$ cat src/rtl/if_prefetch_unit.sv
// Instruction-fetch stage with a credit-managed prefetch FIFO.
// Sequential fetches are buffered with their PCs; a taken branch flushes the queue and drops in-flight responses.
module if_prefetch_unit #(
  parameter int              XLEN     = 32,
  parameter logic [XLEN-1:0] RESET_PC = '0,
  parameter int              DEPTH    = 4
) (
  input  logic            clk,
  input  logic            rst,
  input  logic            stall,
  input  logic            branch_taken,
  input  logic [XLEN-1:0] branch_target,
  output logic            imem_req_valid,
  input  logic            imem_req_ready,
  output logic [XLEN-1:0] imem_req_addr,
  input  logic            imem_rsp_valid,
  input  logic [31:0]     imem_rsp_data,
  output logic            if_valid,
  output logic [XLEN-1:0] pc,
  output logic [31:0]     instruction
);

  localparam int          PW      = (DEPTH > 1) ? $clog2(DEPTH) : 1;
  localparam int          CW      = $clog2(DEPTH + 1);
  localparam logic [CW:0] DEPTH_W = (CW + 1)'(DEPTH);
  localparam logic [31:0] NOP     = 32'h0000_0013;

  logic [XLEN-1:0] fetch_pc;
  logic [XLEN-1:0] rsp_pc;
  logic [CW-1:0]   outstanding;
  logic [CW-1:0]   discard_cnt;
  logic [CW-1:0]   fifo_count;
  logic [PW-1:0]   rd_ptr;
  logic [PW-1:0]   wr_ptr;

  logic [XLEN-1:0] pc_mem  [DEPTH];
  logic [31:0]     ins_mem [DEPTH];

  logic [CW:0]     in_use;
  logic            accept;
  logic            discarding;
  logic            push;
  logic            pop;
  logic [XLEN-1:0] target_aligned;

  // Every accepted request already owns a FIFO slot, so responses can never overflow.
  assign in_use         = {1'b0, fifo_count} + {1'b0, outstanding};
  assign imem_req_valid = !branch_taken && (in_use < DEPTH_W);
  assign imem_req_addr  = fetch_pc;
  assign accept         = imem_req_valid && imem_req_ready;

  assign discarding     = (discard_cnt != '0);
  assign push           = imem_rsp_valid && !branch_taken && !discarding;
  assign pop            = if_valid && !stall;
  assign target_aligned = branch_target & ~XLEN'(3);

  // Head is read straight from registered storage; an empty queue shows the next expected PC and a NOP.
  assign if_valid    = (fifo_count != '0);
  assign pc          = if_valid ? pc_mem[rd_ptr]  : rsp_pc;
  assign instruction = if_valid ? ins_mem[rd_ptr] : NOP;

  // NOTE: sequential state uses non-blocking assignments so every register samples pre-edge values.
  always_ff @(posedge clk or posedge rst) begin
    if (rst) begin
      fetch_pc    <= RESET_PC;
      rsp_pc      <= RESET_PC;
      outstanding <= '0;
      discard_cnt <= '0;
      fifo_count  <= '0;
      rd_ptr      <= '0;
      wr_ptr      <= '0;
    end else begin
      if (accept && !imem_rsp_valid)
        outstanding <= outstanding + CW'(1);
      else if (!accept && imem_rsp_valid)
        outstanding <= outstanding - CW'(1);

      if (branch_taken) begin
        // Responses still in flight belong to the old path; the one arriving now is dropped too.
        fetch_pc    <= target_aligned;
        rsp_pc      <= target_aligned;
        discard_cnt <= outstanding - CW'(imem_rsp_valid);
        fifo_count  <= '0;
        rd_ptr      <= '0;
        wr_ptr      <= '0;
      end else begin
        if (accept)
          fetch_pc <= fetch_pc + XLEN'(4);

        if (imem_rsp_valid && discarding)
          discard_cnt <= discard_cnt - CW'(1);

        if (push) begin
          rsp_pc <= rsp_pc + XLEN'(4);
          wr_ptr <= wr_ptr + PW'(1);
        end

        if (pop)
          rd_ptr <= rd_ptr + PW'(1);

        if (push && !pop)
          fifo_count <= fifo_count + CW'(1);
        else if (!push && pop)
          fifo_count <= fifo_count - CW'(1);
      end
    end
  end

  // NOTE: payload storage has no reset; fifo_count alone decides which entries are meaningful.
  always_ff @(posedge clk) begin
    if (push) begin
      pc_mem[wr_ptr]  <= rsp_pc;
      ins_mem[wr_ptr] <= imem_rsp_data;
    end
  end

endmodule

$ cat config.mk
export PLATFORM = sky130hd
export DESIGN_NAME = if_prefetch_unit
export DESIGN_NICKNAME = d
export VERILOG_FILES = /design/src/rtl/if_prefetch_unit.sv
export SDC_FILE = /design/constraint.sdc
export NUM_CORES = 1
export LEC_CHECK = 0
export ABC_CLOCK_PERIOD_IN_PS = 2950
export BUFFER_PORTS_ARGS = -buffer_cell sky130_fd_sc_hd__buf_2
export CAP_MARGIN = 10
export CORE_UTILIZATION = 48
export DETAILED_ROUTE_END_ITERATION = 12
export GPL_TIMING_DRIVEN = 1
export PLACE_DENSITY = 0.68
export SLEW_MARGIN = 25
export SYNTH_ARGS = -nofsm -noshare
export SYNTH_HDL_FRONTEND = slang
export SYNTH_SLANG_ARGS = --single-unit
$ cat constraint.sdc
create_clock -name clk -period 2.95 [get_ports clk]
set_input_delay 0.1475 -clock clk [delete_from_list [all_inputs] [get_ports clk]]
set_output_delay 0.1475 -clock clk [all_outputs]
set_load 0.02 [all_outputs]
==> results of run 1 <==
[registers in the layout (all words and copies together), names as in the netlist]
| name | count |
|---|---|
| wr_ptr | 2 |
| discard_cnt | 3 |
| imem_req_addr | 30 |
| outstanding | 3 |
| ins_mem | 128 |
| rd_ptr | 2 |
| rsp_pc | 30 |
| fifo_count | 3 |
| pc_mem | 120 |
[per-stage QoR]
step / setup WS [ns] / power, uW / utilization [%]
2_1_floorplan: 0.4311 / 9192 / -
3_3_place_gp: 0.4551 / 11000 / 53.60
3_5_place_dp: 0.3340 / 11080 / 53.60
4_1_cts: 0.2363 / 15570 / 59.67
5_1_grt: 0.1249 / 16200 / 59.67
6_report: 0.2939 / 15430 / 59.67
[per-layer routing]
metal  track usage, %  up-vias  wire length [um]  share of wire [%]
met2            35.72      402             15520                 47
met1            31.84     4584             14290                 43
li1                 -     4202                 -                  -
met5                0        -                13              0.039
met4            6.981        2               801                2.4
met3            3.171       55              2310                7.0
[logic make-up (layout without fill, tap and decap cells)]
| logic type | after synthesis | count (layout) |
|---|---|---|
| adders and majority gates | 15 | 15 |
| muxes | 81 | 81 |
| AOI/OAI and AO/OA | 100 | 100 |
| and+or+nand+nor | 348 | 348 |
| buffers and inverters | 82 | 326 |
| DFF | 321 | 321 |
| other | 1 | 4 |
| xor gates and xnor gates | 22 | 22 |
[placed cells by master (no fill, tap or decap), drive strengths merged, types with 9 or more instances in the layout]
cell | netlist | routed
a31oi | 25 | 25
and2 | 35 | 35
and3 | 14 | 14
and4 | 10 | 10
buf | 31 | 187
clkbuf | 32 | 49
dfrtp | 73 | 73
dlygate4sd3 | 0 | 59
edfxtp | 248 | 248
ha | 13 | 13
inv | 19 | 22
mux2 | 15 | 15
mux4 | 62 | 62
nand2 | 117 | 117
nand3 | 35 | 35
nand4 | 29 | 29
nor2 | 35 | 35
nor4 | 9 | 9
o21ai | 16 | 16
o31ai | 17 | 17
or3 | 9 | 9
or4 | 23 | 23
xnor2 | 14 | 14
[final timing paths]
check / startpoint / endpoint / slack [ns] / cells past startpoint
hold / removal: branch_target[29] / rsp_pc[29] / 0.02 / 3
max in group asynchronous: rst / rsp_pc[15] / 1.88 / 4
setup reg to reg: outstanding[2] / imem_req_addr[22] / 0.33 / 6
setup / recovery: rd_ptr[0] / instruction[15] / 0.29 / 4
hold reg to reg: outstanding[2] / outstanding[2] / 0.55 / 1
min in group asynchronous: rst / imem_req_addr[28] / 0.36 / 3
[tightest hold or removal path, cell delays in order]
cell and delay, ns:
buf_2 0.07, nor2_1 0.08, a31oi_1 0.17
[final cells by class]
class | instances | share of cell area (%)
tap | 384 | 2.783
multi-input combinational | 570 | 26.51
timing repair buffer | 246 | 9.797
clock inverter | 12 | 1.203
sequential | 321 | 53.74
clock buffer | 49 | 5.551
inverter | 19 | 0.4130
[power by group through the flow]
| stage | registers, uW | clock network, uW | logic, uW |
|---|---|---|---|
| finish | 5610 | 4420 | 5400 |
| global route | 5660 | 4680 | 5860 |
| CTS | 5610 | 4500 | 5470 |
| detailed placement | 5700 | 0 | 5390 |
| global placement | 5680 | 0 | 5330 |
| floorplan | 5570 | 0 | 3620 |
[repair_timing]
action / in CTS / in global routing
endpoints found under the setup margin: 0 / 0
hold buffers: 59 / 0
endpoints found under the hold margin: 208 / 0
==> metrics.md, run 1 <==
| Metric | Value |
|---|---|
| Outcome | `finished, final reports clean` |
| Fill cells | `2213` |
| Pint | `9972 uW` |
| Clock buffer count from CTS | `35` |
| Crit path DAT | `2.51 ns` |
| DIE WIDTH | `174.1 um` |
| Max_cap viols | `0` |
| Syn avg cell area | `14.66 sq um` |
| Mux contribution to synthesized area | `11.29%` |
| Ys async rst share | `22.74%` |
| Total gr overflow | `0` |
| Final hold vios | `0` |
| Fin cells | `1601` |
| Synthesis-to-layout area growth | `21.44%` |
| Clock transition at path regs | `0.06 ns` |
| Largest family of logic cells by synthesized area | `simple AND/OR/NAND/NOR gates` |
| Most area-consuming cells after synthesis | `edfxtp_1 52%, dfrtp_1 13%, mux4_2 9.8%, nand2_1 3.1%, and2_1 1.5%` |
| Initial Util | `49.14%` |
| Synth Area in Adders | `1.426%` |
| Die area | `0.03031 sq mm` |
| Slew Limit Headroom | `42.12%` |
| Pin count of the biggest net entering global routing | `63` |
| Layout cell share with drive strength beyond 1 | `27.44%` |
| Core region area | `0.02894 sq mm` |
| Synth Area in Simple Gates | `13.09%` |
| Tcrit/Tclk final | `90.04%` |
| Setup CP Type | `reg -> out` |
| Hold Path Class | `in -> reg` |
| Dominant synthesized flop cell | `edfxtp_1` |
| Most frequent cell after synthesis | `edfxtp_1` |
| Rows | `62` |
| Measured slew at the worst slew-check pin | `0.8669 ns` |
| CTS Buffer Depth | `3` |
| Post-synth top cells | `248 x edfxtp_1, 117 x nand2_1, 73 x dfrtp_1, 62 x mux4_2` |
| Synth area leader | `edfxtp_1` |
| DPL Wire Length | `20750 um` |
| Post-Route WL | `32930 um` |
| CP peak stage delay | `0.71 ns` |
| CP max FO | `21` |
| Antenna violations before repair | `1` |
| Setup Fix Bufs, Post-CTS | `0` |
| Pleak | `0.006277 uW` |
| CP max-delay cell | `dfrtp_4` |
| Min cycle time layout | `2.656 ns` |
| I/O pin cnt | `168` |
| Critical path launch point type | `flop` |
| Root Driver | `clkbuf_16` |
| GRT Resource Usage Total | `22.34%` |
| Resized cells post-CTS | `0` |
| TritonCTS clock tree | `done` |
| Synth cell types | `59` |
| Iter 0 DRT Violations | `742` |
| Sw Share | `35.37%` |
| Fin Setup TNS | `0 ns` |
| Nets@finish | `1278` |
| Cells after DPL | `1481` |
| Register Area | `0.009279 sq mm` |
| Skew-Pair Late Insertion Delay | `0.51 ns` |
| Clk_skew | `0.008860 ns` |
| GPL Wtd Cong | `0.8452` |
| Vias in the first global route | `9318` |
| Cell area after layout | `0.01727 sq mm` |
| Endpoint type of the worst setup path | `output port` |
| Post-synthesis cell count | `970` |
| Multi-input gate area | `0.004578 sq mm` |
| CP Buf/Inv Count | `2` |
| Worst vdd ir | `0.5348 mV` |
| Post-synth EDFFs | `248` |
| Diode count | `0` |
| Power per cell area | `893.7 mW/mm^2` |
| Routed via count | `9245` |
| Via/cell ratio | `5.775` |
| PortBufs | `161` |
| Sink Count | `321` |
| Sequential share of power | `36.4%` |
| Gate power share | `35.0%` |
| Placed Area | `0.01551 sq mm` |
| ANT nets after route | `0` |
| WL per Instance | `20.57 um` |
| First-pass GRT wire length | `52280 um` |
| Final setup violating endpoints | `0` |
| Clock Power Share | `28.7%` |
| Pre-Repair DR Iteration Count | `5` |
| CP top delay family | `flip-flops` |
| # DRC | `0` |
| Sw Pwr | `5458 uW` |
| Area share of the largest cell type after synthesis | `52.38%` |
| CP Cell Sequence | `buf_4, mux4_2, and2_1, buf_2` |
| Syn. warnings | `0` |
| Max Slew Vio Count | `0` |
| WP data required | `2.80 ns` |
| Xor/xnor share of the synthesized area | `1.355%` |
| Htree depth | `2` |
| Hold slack | `0.01571 ns` |
| #FFs+latches synth | `321` |
| FMAX | `376.5 MHz` |
| Synthesized area | `0.01422 sq mm` |
| Die Ht | `174.1 um` |
| Unrepaired setup endpoints after global routing | `no` |
| Post-synthesis compound-gate area fraction | `4.857%` |
| Sequential element share of the synthesized area | `65.22%` |
(Power assumes the default switching activity.)
==> run 2: changes to the inputs <==
ABC_CLOCK_PERIOD_IN_PS = 2200   (was 2950)
clock period = 2.2 ns   (was 2.95 ns; I/O delays follow)
==> metrics.md, run 2 (synthesis gave the netlist of run 1 again) <==
| Metric | Value |
|---|---|
| Pre-Repair DR Iteration Count | `7` |
| Hold slack | `0.03991 ns` |
| Post-Route WL | `35610 um` |
| Synthesis-to-layout area growth | `32.66%` |
| Sink Count | `321` |
| Routed via count | `9767` |
| Unrepaired setup endpoints after global routing | `yes` |
| Endpoint type of the worst setup path | `flop` |
| Top Registers | `ins_mem x128, pc_mem x120` |
| Clk_skew | `0.01834 ns` |
| Tcrit/Tclk final | `106.3%` |
| Outcome | `complete, but fails checks` |
| Min cycle time layout | `2.338 ns` |
| Max Slew Vio Count | `0` |
| Final setup violating endpoints | `45` |
| # DRC | `0` |
| Power per cell area | `1267 mW/mm^2` |
| Layout cell share with drive strength beyond 1 | `38.09%` |
| FMAX | `427.7 MHz` |
| CP Buf/Inv Count | `3` |
| CP top delay family | `simple AND/OR/NAND/NOR gates` |
| Diode count | `0` |
| Vias in the first global route | `9700` |
| Iter 0 DRT Violations | `822` |
| Fin Setup TNS | `-3.249 ns` |
| I/O pin cnt | `168` |
| CP max-delay cell | `or4_1` |
| Antenna violations before repair | `0` |
| PortBufs | `161` |
| WP data required | `2.62 ns` |
| Setup CP Type | `reg -> reg` |
| WL per Instance | `21.02 um` |
| Rows | `62` |
| Setup WS post-layout | `-0.1379 ns` |
| Skew-Pair Late Insertion Delay | `0.52 ns` |
| Clock transition at path regs | `0.06 ns` |
| Die area | `0.03031 sq mm` |
| CP max FO | `5` |
| Max_cap viols | `0` |
| GPL Wtd Cong | `0.8762` |
| Via/cell ratio | `5.766` |
| CTS Buffer Depth | `3` |
| Pwr Total | `23900 uW` |
| Final hold vios | `0` |
| Initial Util | `49.14%` |
| TritonCTS clock tree | `done` |
| Total gr overflow | `0` |
| Crit path DAT | `2.76 ns` |
| First-pass GRT wire length | `54210 um` |
| Core region area | `0.02894 sq mm` |
| Most frequent cells in the layout | `248 x edfxtp_1, 105 x buf_2, 84 x nand2_1` |
| Most repeated library cell on the critical path | `buf_4` |
| DIE WIDTH | `174.1 um` |
| Htree depth | `2` |
| Critical path launch point type | `flop` |
| Die Ht | `174.1 um` |
| Root Driver | `clkbuf_16` |
| CP Cell Sequence | `ha_4, nor4b_4, buf_4, buf_4, buf_6, nand4_1, or4_1, a31oi_1` |
| Largest register FFs | `128` |
| Violated checks | `negative setup slack` |
| Fill cells | `2058` |
| CP peak stage delay | `0.55 ns` |
| Nets@finish | `1371` |
| DPL Wire Length | `22280 um` |
| GRT Resource Usage Total | `23.19%` |
| Final Core Density | `65.19%` |
| Worst vdd ir | `0.7578 mV` |
| Clock buffer count from CTS | `35` |
| Commonest non-fill, non-tap cell in the layout | `edfxtp_1` |
| ANT nets after route | `0` |
| Pin count of the biggest net entering global routing | `60` |
| Hold Path Class | `in -> reg` |
| Largest reg by FF count | `ins_mem` |
| Pleak | `0.006949 uW` |
## run 2: cell count changes in the layout (fill, tap and decap cells not counted), moves of 15 or more
cell / delta
and2_1: -28
and2_4: +28
buf_12: +15
buf_2: -56
buf_4: +56
buf_6: +67
nand2_1: -33
nand2_2: +33
## run 2: stage by stage
| stage | instance area [sq um] | instances | setup slack (ns) |
|---|---|---|---|
| final | 18860 | 1694 | -0.1379 |
| after global routing | 18860 | 1694 | -0.2145 |
| after CTS | 18090 | 1682 | -0.09722 |
| after detailed placement | 16170 | 1547 | -0.04020 |
| after global placement | 16170 | 1547 | -0.01647 |
| after floorplan | 14270 | 973 | -0.2240 |
## run 2: repair_timing
action | in CTS | in global routing
resized for setup | 13 | 224
setup endpoints to repair | 64 | 84
endpoints found under the hold margin | 195 | 0
pin swaps | 8 | 55
gates cloned | 3 | 2
hold buffers | 62 | 0
setup buffers | 9 | 12
## run 2: worst paths after layout
| kind | startpoint | to | slack (ns) | cells after the start |
|---|---|---|---|---|
| setup / recovery | fifo_count[2] | imem_req_addr[14] | -0.14 | 8 |
| hold / removal | branch_target[9] | imem_req_addr[9] | 0.04 | 3 |
| setup reg to reg | fifo_count[2] | imem_req_addr[14] | -0.14 | 8 |
| hold reg to reg | imem_req_addr[31] | imem_req_addr[31] | 0.58 | 1 |
| max in group asynchronous | rst | rsp_pc[27] | 1.41 | 4 |
| min in group asynchronous | rst | rd_ptr[0] | 0.12 | 3 |
## run 2: cell type report
type	count	area (sq um)	area share [%]
Sequential cell	321	9279	49.19
Timing Repair inverter	1	3.754	0.01990
Clock inverter	13	123.9	0.6567
Timing Repair Buffer	338	3067	16.26
Tap cell	384	480.5	2.547
Multi-Input combinational cell	570	4875	25.84
Inverter	19	78.83	0.4179
Clock buffer	48	955.9	5.068
## run 2: routing by layer
metal	vias to the layer above	global-route usage [%]	part of all wire (%)
met5	-	0	0
met4	0	8.370	3.1
met3	68	3.543	6.1
met2	367	38.30	49
met1	4935	31.32	41
li1	4397	-	-
## run 2: power breakdown
part	total, uW	switching (uW)	internal, uW
registers	7340	382	6950
clock network	5530	2260	3280
logic	11000	5630	5400
total	23900	8260	15600
## run 2: worst reg2reg max path: cells and delay by family, from the launching register on
kind	cells	cell delay [ns]
fa+ha+maj	1	0.26
simple gates	3	0.99
compound gates	1	0.20
flops	1	0.41
buf+inv	3	0.39
